==> src/rtl/dbg_bus_master.sv <==
// Debug-unit Wishbone slave to multiplexed system-bus master, one single-beat transaction per cycle.
// Optional data-wait timeout is enabled by defining DBG_BUS_TIMEOUT_EN.
module dbg_bus_master #(
    parameter int TIMEOUT_CYCLES = 255,
    parameter int TIMEOUT_W      = 8
) (
    input  logic        system_clock,
    input  logic        system_reset_n,
    input  logic [31:0] wb_adr_i,
    input  logic [31:0] wb_dat_i,
    input  logic [3:0]  wb_sel_i,
    input  logic        wb_we_i,
    input  logic        wb_cyc_i,
    input  logic        wb_stb_i,
    output logic [31:0] wb_dat_o,
    output logic        wb_ack_o,
    output logic        wb_err_o,
    output logic        request,
    input  logic        transactionGranted,
    output logic [31:0] address_dataOUT,
    output logic [3:0]  byte_enablesOUT,
    output logic [7:0]  burstSizeOUT,
    output logic        read_n_writeOUT,
    output logic        begin_transactionOUT,
    output logic        end_transactionOUT,
    output logic        data_validOUT,
    output logic        busyOUT,
    input  logic [31:0] address_dataIN,
    input  logic        end_transactionIN,
    input  logic        data_validIN,
    input  logic        busyIN,
    input  logic        errorIN
);

    typedef enum logic [3:0] {
        S_IDLE, S_REQ, S_BEGIN, S_WDATA, S_WEND, S_RWAIT, S_ABORT, S_ACK, S_ERR
    } state_t;

    state_t      state_q, state_d;
    logic [31:0] adr_q, adr_d, wdat_q, wdat_d, rdata_q, rdata_d;
    logic [3:0]  sel_q, sel_d;
    logic        we_q, we_d, got_data_q, got_data_d, abandon_q, abandon_d;
    logic        request_q, request_d, begin_q, begin_d, end_q, end_d;
    logic        dvalid_q, dvalid_d, rnw_q, rnw_d, ack_q, ack_d, err_q, err_d;
    logic [31:0] ad_out_q, ad_out_d;
    logic [3:0]  be_q, be_d;
    logic        expired;

    if (TIMEOUT_CYCLES >= (1 << TIMEOUT_W)) begin : g_bad_timeout_w
        $error("TIMEOUT_W too narrow for TIMEOUT_CYCLES");
    end

`ifdef DBG_BUS_TIMEOUT_EN
    logic [TIMEOUT_W-1:0] tmo_cnt_q, tmo_cnt_d;

    // Counter is zero in the first wait cycle, so expiry at N-1 ends the wait after N cycles.
    always_comb begin
        tmo_cnt_d = '0;
        if (state_q == S_WDATA || state_q == S_RWAIT) tmo_cnt_d = tmo_cnt_q + 1'b1;
    end

    always_ff @(posedge system_clock or negedge system_reset_n) begin
        if (!system_reset_n) tmo_cnt_q <= '0;
        else                 tmo_cnt_q <= tmo_cnt_d;
    end

    assign expired = (tmo_cnt_q == TIMEOUT_W'(TIMEOUT_CYCLES - 1));
`else
    assign expired = 1'b0;
`endif

    always_comb begin
        state_d    = state_q;
        adr_d      = adr_q;
        wdat_d     = wdat_q;
        sel_d      = sel_q;
        we_d       = we_q;
        rdata_d    = rdata_q;
        got_data_d = got_data_q;
        abandon_d  = abandon_q;

        case (state_q)
            S_IDLE: if (wb_cyc_i && wb_stb_i && !ack_q && !err_q) begin
                adr_d      = wb_adr_i;
                wdat_d     = wb_dat_i;
                sel_d      = wb_sel_i;
                we_d       = wb_we_i;
                got_data_d = 1'b0;
                abandon_d  = 1'b0;
                state_d    = S_REQ;
            end
            S_REQ:   if (transactionGranted) state_d = S_BEGIN;
            S_BEGIN: state_d = we_q ? S_WDATA : S_RWAIT;
            S_WDATA: begin
                if (errorIN)      state_d = S_ABORT;
                else if (!busyIN) state_d = S_WEND;
                else if (expired) state_d = S_ABORT;
            end
            S_WEND:  state_d = S_ACK;
            S_RWAIT: begin
                if (errorIN) begin
                    state_d = S_ERR;
                end else begin
                    if (data_validIN) begin
                        rdata_d    = address_dataIN;
                        got_data_d = 1'b1;
                    end
                    if (end_transactionIN)
                        state_d = (data_validIN || got_data_q) ? S_ACK : S_ERR;
                    else if (expired)
                        state_d = S_ABORT;
                end
            end
            S_ABORT: state_d = S_ERR;
            default: state_d = S_IDLE;
        endcase

        if (state_q != S_IDLE && !wb_cyc_i) abandon_d = 1'b1;

        // Outputs are decoded from the next state so every bus output comes straight from a flop.
        request_d = 1'b0;
        begin_d   = 1'b0;
        end_d     = 1'b0;
        dvalid_d  = 1'b0;
        rnw_d     = 1'b0;
        ack_d     = 1'b0;
        err_d     = 1'b0;
        ad_out_d  = '0;
        be_d      = '0;
        case (state_d)
            S_REQ:   request_d = 1'b1;
            S_BEGIN: begin
                begin_d  = 1'b1;
                ad_out_d = adr_q;
                be_d     = sel_q;
                rnw_d    = ~we_q;
            end
            S_WDATA: begin
                ad_out_d = wdat_q;
                dvalid_d = 1'b1;
            end
            S_WEND, S_ABORT: end_d = 1'b1;
            S_ACK:   ack_d = ~abandon_d;
            S_ERR:   err_d = ~abandon_d;
            default: ;
        endcase
    end

    always_ff @(posedge system_clock or negedge system_reset_n) begin
        if (!system_reset_n) begin
            state_q    <= S_IDLE;
            adr_q      <= '0;
            wdat_q     <= '0;
            sel_q      <= '0;
            we_q       <= 1'b0;
            rdata_q    <= '0;
            got_data_q <= 1'b0;
            abandon_q  <= 1'b0;
            request_q  <= 1'b0;
            begin_q    <= 1'b0;
            end_q      <= 1'b0;
            dvalid_q   <= 1'b0;
            rnw_q      <= 1'b0;
            ack_q      <= 1'b0;
            err_q      <= 1'b0;
            ad_out_q   <= '0;
            be_q       <= '0;
        end else begin
            state_q    <= state_d;
            adr_q      <= adr_d;
            wdat_q     <= wdat_d;
            sel_q      <= sel_d;
            we_q       <= we_d;
            rdata_q    <= rdata_d;
            got_data_q <= got_data_d;
            abandon_q  <= abandon_d;
            request_q  <= request_d;
            begin_q    <= begin_d;
            end_q      <= end_d;
            dvalid_q   <= dvalid_d;
            rnw_q      <= rnw_d;
            ack_q      <= ack_d;
            err_q      <= err_d;
            ad_out_q   <= ad_out_d;
            be_q       <= be_d;
        end
    end

    assign wb_dat_o             = rdata_q;
    assign wb_ack_o             = ack_q;
    assign wb_err_o             = err_q;
    assign request              = request_q;
    assign address_dataOUT      = ad_out_q;
    assign byte_enablesOUT      = be_q;
    assign burstSizeOUT         = '0;
    assign read_n_writeOUT      = rnw_q;
    assign begin_transactionOUT = begin_q;
    assign end_transactionOUT   = end_q;
    assign data_validOUT        = dvalid_q;
    assign busyOUT              = 1'b0;

endmodule

==> config.mk <==
export PLATFORM = sky130hd
export DESIGN_NAME = dbg_bus_master
export DESIGN_NICKNAME = d
export VERILOG_FILES = /design/src/rtl/dbg_bus_master.sv
export SDC_FILE = /design/constraint.sdc
export NUM_CORES = 1
export LEC_CHECK = 0
export ABC_AREA = 1
export BUFFER_PORTS_ARGS = -buffer_cell sky130_fd_sc_hd__buf_2
export CAP_MARGIN = 40
export CORE_MARGIN = 2
export CORE_UTILIZATION = 40
export CTS_CLUSTER_SIZE = 12
export DETAILED_ROUTE_END_ITERATION = 10
export HOLD_SLACK_MARGIN = 0.15
export PLACE_DENSITY = 0.69
export SYNTH_ARGS = -nofsm -noshare
export SYNTH_HDL_FRONTEND = slang
export SYNTH_SLANG_ARGS = --single-unit
==> constraint.sdc <==
create_clock -name system_clock -period 2.5 [get_ports system_clock]
set_input_delay 0.5 -clock system_clock [delete_from_list [all_inputs] [get_ports system_clock]]
set_output_delay 0.5 -clock system_clock [all_outputs]
set_load 0.03 [all_outputs]
== After elaboration in Yosys (flattened, before gate mapping) ==
Cells that the tools add are included.

* Bits in registers: 150
* Input port bits: 110
* Output and inout bits: 84
* Logic and storage cells: 76

* Equal/unequal tests: 16
* Mux-type cells: 25
* Bitwise operators: 3
* Reduce and logical (&&, ||, !) cells: 15

{| class="wikitable"
|+ Operators by type and width
! kind !! count
|-
| $pmux W32 S2 || 1
|-
| $mux W4 || 8
|-
| $pmux W4 S7 || 1
|-
| $eq A4 B3 Y1 const B || 6
|-
| $eq A4 B2 Y1 const B || 4
|-
| $mux W1 || 13
|-
| $eq A4 B1 Y1 const B || 2
|-
| $ne A2 B2 Y1 const B || 3
|-
| $eq A4 B4 Y1 const B || 1
|-
| $logic_and A1 B1 Y1 || 4
|-
| $logic_not A4 Y1 || 1
|-
| $reduce_and A4 Y1 || 1
|-
| $reduce_bool A4 Y1 || 1
|-
| $logic_not A1 Y1 || 3
|-
| $mux W3 || 1
|-
| $not A1 Y1 || 3
|-
| $reduce_and A3 Y1 || 1
|-
| $pmux W1 S2 || 1
|-
| $reduce_and A2 Y1 || 1
|-
| $reduce_bool A2 Y1 || 1
|-
| $reduce_or A2 Y1 || 1
|-
| $logic_or A1 B1 Y1 || 1
|}

== Depth between registers and ports, before layout ==
Gate-level depths: netlist of the first run.

* Depth after elaboration: 8
* Gate-level depth with buffers: 12

== Worst setup path after synthesis of the first run ==
OpenSTA, ideal clock, no wires.

* Path kind: input to register
* Start: in errorIN
* End: reg ad_out_q[0] (netlist: address_dataOUT[0])
* Setup time: 65 ps
* Arrival time: 1506 ps
* Required time: 2435 ps
* Path slack: 929 ps
* Cell stages on the path: 10
* Path buffers: 1
* Cells stage by stage: inv_1 nand2_1 nand3_1 nand3_1 nor2_1 nand2_2 nor2_8 buf_12 nand2_2 nand2_2

* Longest elaborated chain between the ends: 4
* Elaborated cells between the ends (all ways): 6

{| class="wikitable"
|+ Ends and longest elaborated chain
! element !! line !! source
|-
| from (decl) || 32 || <nowiki>input logic errorIN</nowiki>
|-
| $mux W4, on equally long branches || 101, 95 ||
|-
| $pmux W4 S7 (*) || 82 || <nowiki>case (state_q)</nowiki>
|-
| $eq A4 B2 Y1 || 130 || <nowiki>case (state_d)</nowiki>
|-
| $pmux W32 S2 (*) || 130 ||
|-
| via ad_out_d[0] || 45 || <nowiki>logic [31:0] ad_out_q, ad_out_d;</nowiki>
|-
| to (signal assigned) || 184 || <nowiki>ad_out_q <= ad_out_d;</nowiki>
|-
| to (decl) || 45 ||
|}

The timed path passes the listed nets; every way through them passes the cells marked *.
A chain may end at the register's enable or synchronous reset.

== Worst setup path after layout of the first run ==
* Start: reg state_q[0]
* End: reg wdat_q[11]

* Longest elaborated chain between the ends: 2

{| class="wikitable"
|+ Ends and longest elaborated chain
! element !! line !! source
|-
| from (decl) || 39 || <nowiki>state_t state_q, state_d;</nowiki>
|-
| from (signal assigned) || 169 || <nowiki>state_q <= state_d;</nowiki>
|-
| $logic_not A4 Y1 || 82 ||
|-
| $reduce_and A2 Y1 (no source line) || n/a ||
|-
| to (signal assigned) || 171 || <nowiki>wdat_q <= wdat_d;</nowiki>
|-
| to (decl) || 40 || <nowiki>logic [31:0] adr_q, adr_d, wdat_q, wdat_d, rdata_q, rdata_d;</nowiki>
|}

Every way passes these cells.

==> metrics, run 1 <==
Yosys warnings 0; Async S/R FF share, synth 100.0%; max-capacitance violation count 0; drc violations 0; clock root buffer clkbuf_16; sequential fraction of the synthesis area 63.63%; Starting Density 40.74%; worst flop-to-flop path startpoint state_q[0]; cell area after synthesis just under 0.006 mm^2; antenna cells 0; shortest period the worst path allows 1.879 ns; Max Clk Rate approximately 530 MHz; Fin. Hold Viols 0; router iterations before antenna repair 4; worst hold slack between 0.2 and 0.3 ns; num rows 44; skew final 0.007693 ns; Reg area 0.003754 mm^2; CTS tree built; Synth Instances 594; maximum clock insertion buffer count 2; Worst slew margin 63.31%; fin util 52.70%; commonest non-fill, non-tap cell in the layout nand2_1; routed wire length 12930 um; IO Pins 194; total global routing overflow 0; core box area 0.01448 mm^2; antenna violations before repair 0; Synth Register Bits 150; Power Density 1288 mW/mm^2; Die Wd 125.4 um; CP Class flip-flop to flip-flop; die height 125.4 um; drt via density 4.526; nature of the critical path startpoint flip-flop; P&R area growth vs syn 29.33%; CTS Hold Bufs 1; status completed; Placed Instance Area 0.006987 mm^2; worst hold path class primary input to flip-flop; via count 4435; GRT Total Usage 17.22%; Mean Syn Cell Area 9.932 um^2; vias in the first global route 4325; overall power 9.824 mW; RSZ-0062 raised after global routing false; clk slew on worst S/H paths 0.06 ns; CP max FO 35; initial DRC count 260; Pleak 4.423 nW; commonest cells after routing, fill and taps aside nand2_1 (293), buf_2 (183), dfrtp_1 (150); clk_lat worst skew approximately 0.41 ns; Crit. End Element flip-flop; Final Net Count 893; placed wire-length estimate 8934 um; total setup buffers inserted after CTS 0; Placer Congestion approximately 0.78; layout cells sized above 1 36.56%; Sum Neg Setup Slack 0 ns; Avg WL per Cell roughly 13 um; post-synthesis cell type count 26; Fill cells around 1300; port bufs between 150 and 200; Setup crit start state_q[0]; post-CTS sizing 0; Max Slew Vio Count 0; worst IR drop on VDD 0.6532 mV; Worst Max-Slew Pin Slew ~0.55 ns; Critical Path RT 2.80 ns; H-Tree Depth 4; antenna viol nets, final 0; hold path startpoint wb_adr_i[30]; largest net degree at the start of global routing 58; post-route cell area 0.007630 mm^2; Worst EP arrival 2.18 ns; CTS Buf Count 17; EDFF count, synth 0; CTS sink count 150; setup violators final 0; first-pass GRT wire length 21360 um; fin crit share 75.16%; multi-input logic area about 0.0019 mm^2; ys flop type dfrtp_1; Die ar. around 0.016 mm^2
-- Yosys cell counts, types with 4 or more instances --
| cell type | number | area (um^2) |
|---|---|---|
| dfrtp_1 | 150 | 3754 |
| inv_1 | 18 | 67.56 |
| mux2_2 | 32 | 360.4 |
| o21ai_0 | 5 | 25.02 |
| buf_4 | 10 | 75.07 |
| nor2_1 | 15 | 56.30 |
| buf_1 | 4 | 15.01 |
| nand2_2 | 22 | 137.6 |
| nand2_1 | 293 | 1100 |
| clkbuf_1 | 6 | 22.52 |
| buf_2 | 8 | 40.04 |
| buf_6 | 4 | 45.04 |
| nand3_1 | 9 | 45.04 |
-- critical path: stages (launching register included) --
cell,delay (ns)
dfrtp_1,0.44
nor2_1,0.24
nand2_1,0.13
nor2_4,0.14
buf_4,0.30
inv_2,0.08
buf_4,0.27
nand2_1,0.11
nand2_1,0.06
-- stage by stage --
step                setup WS (ns)  cells
finish                     0.6211    980
global route               0.4656    980
CTS                        0.6000    980
detailed placement         0.4432    947
global placement           0.5374    947
floorplan                  0.9292    602
-- kinds of logic after synthesis --
| kind of cell | Yosys count | synth area share (%) |
|---|---|---|
| muxes | 32 | 6.108 |
| AOI/OAI and AO/OA | 8 | 0.7847 |
| other | 1 | 0.06357 |
| and+or+nand+nor | 350 | 24.45 |
| buffers and inverters | 53 | 4.963 |
| DFF | 150 | 63.63 |
-- routing by layer --
| metal | share of wire [%] | global-route usage [%] |
|---|---|---|
| met5 | 0 | 0 |
| met4 | 1.2 | 6.340 |
| met3 | 7.2 | 6.162 |
| met2 | 47 | 26.36 |
| met1 | 44 | 22.66 |
-- power by group --
part           internal, mW  leakage [nW]  switching, mW
clock network          1.72         0.306          0.978
registers              3.42          1.95          0.469
logic                  1.04          2.17           2.19
total                  6.18          4.42           3.64
-- sequential cells by signal, indices dropped and copies added (netlist names), 4 cells and up --
signal and flops:
address_dataOUT 32, adr_q 32, byte_enablesOUT 4, sel_q 4, state_q 4, wb_dat_o 32, wdat_q 32
-- area by class of cell --
type | instances | area share, %
Clock buffer | 20 | 5.986
Clock inverter | 12 | 2.312
Inverter | 20 | 0.9839
Multi-Input combinational cell | 399 | 24.75
Sequential cell | 150 | 49.20
Tap cell | 184 | 3.017
Timing Repair Buffer | 195 | 13.76
-- final timing paths --
check,depth (start not counted),slack [ns],endpoint
worst min register to register,1,0.46,read_n_writeOUT
worst max register to register,8,0.62,wdat_q[11]
worst min-delay path,3,0.29,adr_q[30]
worst max-delay path,8,0.62,wdat_q[11]
max in group asynchronous,3,1.21,state_q[0]
min in group asynchronous,2,0.63,address_dataOUT[15]
(Power assumes the default switching activity.)
==> run 2: changes to the inputs <==
- clock period: 2.5 -> 1.9 ns (I/O delays scaled with it)
==> run 2 against run 1 <==
Effect of this change:
- sequential share of layout area down 0.82 points
- clock skew fell by 0.0012 ns
- maximum frequency rose by 8.0%
- global-route usage rose by 0.45 points
- combinational power increased by 35%
- die area unchanged
- first-iteration DRC count increased by 4.2%
- critical path depth grew 2
- power up 28%
- final cell count is 1.7% higher
- clock power up 15%
- sequential cell count did not move
- critical endpoint is now address_dataOUT[15]
- largest power group unchanged
==> metrics, run 2 (synthesized netlist as in run 1, its figures left out) <==
worst hold path class primary input to flip-flop; CTS tree built; overall power 12.60 mW; max-capacitance violation count 0; CTS sink count 150; Reg power frac about two fifths; shortest period the worst path allows 1.740 ns; commonest cells after routing, fill and taps aside nand2_1 (293), buf_2 (183), dfrtp_1 (150); Gate power share 34.7%; Crit. End Element flip-flop; Avg WL per Cell 13.14 um; initial DRC count about 270; CP Class flip-flop to flip-flop; clock root buffer clkbuf_16; P&R area growth vs syn 31.54%; H-Tree Depth 4; Placed Instance Area between 0.007 and 0.008 mm^2; Sum Neg Setup Slack 0 ns; post-route cell area 0.007760 mm^2; Crit path depth 10; placed wire-length estimate 9165 um; fin crit share slightly above 90%; crit path max-delay cell type dfrtp_1; switch share 37.31%; Placer Congestion 0.8511; Final Net Count 911; nature of the critical path startpoint flip-flop; Fin. Hold Viols 0; Pleak 4.477 nW; die height 125.4 um; Cell Int Power 7.899 mW; Post-Layout Cell Count 997; drt via density 4.566; first-pass GRT wire length ~22000 um; GRT Total Usage roughly 18%; CP max FO 17; IO Pins 194; CP Cell Sequence nor2_4 -> nand2_1 -> nor2_4 -> nor2_1 -> nand2_2 -> nand2_4 -> nor2_8 -> buf_12 -> nand2_1 -> nand2_1; CTS Buf Count 17; Sw Pwr 4.702 mW; worst r2r path cells 10; clock power share 24.7%; maximum clock insertion buffer count 2; cell count after placement 953; largest net degree at the start of global routing 43; Worst EP arrival between 2 and 2.5 ns; router iterations before antenna repair 4; vias in the first global route 4564; Max Slew Vio Count 0; skew final 0.006514 ns; Die Wd 125.4 um; Buf/Inv on CP 1; CP top delay family simple AND/OR/NAND/NOR gates; routed wire length roughly 13000 um; worst IR drop on VDD between 0.8 and 0.9 mV; num rows 44; core box area 0.01448 mm^2; status completed; port bufs 184; delay of the slowest critical-path stage ~0.40 ns; total global routing overflow 0; Starting Density 40.74%; total setup buffers inserted after CTS 0; Worst path most repeated cell nand2_1; layout cells sized above 1 35.71%; Critical Path RT 2.25 ns; RSZ-0062 raised after global routing false; worst hold slack 0.1666 ns; Die ar. 0.01574 mm^2; antenna violations before repair 2; setup violators final 0; Power Density approximately 1600 mW/mm^2; hold depth 3; clk slew on worst S/H paths 0.06 ns; antenna viol nets, final 0; commonest non-fill, non-tap cell in the layout nand2_1; drc violations 0; via count 4552; clk_lat worst skew 0.42 ns; Max Clk Rate 574.6 MHz
-- run 2: per-stage QoR --
| stage | worst slack, ns | utilization [%] |
|---|---|---|
| final | 0.1596 | 53.59 |
| after CTS | 0.1465 | 53.58 |
| after floorplan | 0.4229 | - |
| after global placement | 0.2126 | 48.91 |
| after detailed placement | 0.1631 | 48.91 |
| after global routing | 0.005403 | 53.58 |
-- run 2: layout make-up --
class	instances	area (um^2)
diodes	1	2.502
clock buffers	27	503.0
clock inverters	3	42.54
fillers	1355	6719
inverters	20	75.07
multi-input cells	399	1888
flip-flops and latches	150	3754
well taps	184	230.2
repair buffers	213	1265
-- run 2: worst paths after layout --
path                                start                  end  slack (ns)
setup / recovery               state_q[2]  address_dataOUT[15]        0.16
hold / removal               wb_dat_i[16]           wdat_q[16]        0.17
setup reg to reg               state_q[2]  address_dataOUT[15]        0.16
hold reg to reg                      we_q      read_n_writeOUT        0.46
max in group asynchronous  system_reset_n           wdat_q[18]        0.90
min in group asynchronous  system_reset_n  address_dataOUT[15]        0.42
-- run 2: tightest hold or removal path, delay by kind of cell --
family	cells	cell delay [ns]
AND/OR/NAND/NOR	2	0.09
buffers and inverters	1	0.07
-- run 2: metal layers --
metal | global-route usage (%) | part of all wire [%] | up-vias | wire, um
li1 | - | - | 2215 | -
met1 | 22.24 | 43 | 2138 | 5583
met2 | 28.20 | 48 | 177 | 6248
met3 | 6.718 | 8.2 | 20 | 1069
met4 | 5.882 | 1.4 | 2 | 180
met5 | 0 | 0.12 | - | 16
-- run 2: what timing repair did --
item                                    4_1_cts  5_1_grt
hold buffers                                 13        0
gates resized for setup                       0        0
endpoints found under the setup margin        0        2
hold endpoints to repair                     41        0
-- run 2: power groups by stage --
stage / sequential [mW] / combinational (mW) / clock [mW]
4_1_cts: 5.13 / 4.43 / 3.19
3_5_place_dp: 5.16 / 4.40 / 0
2_1_floorplan: 6.28 / 1.89 / 0
3_3_place_gp: 5.14 / 4.32 / 0
5_1_grt: 5.29 / 4.83 / 3.33
6_report: 5.12 / 4.37 / 3.11
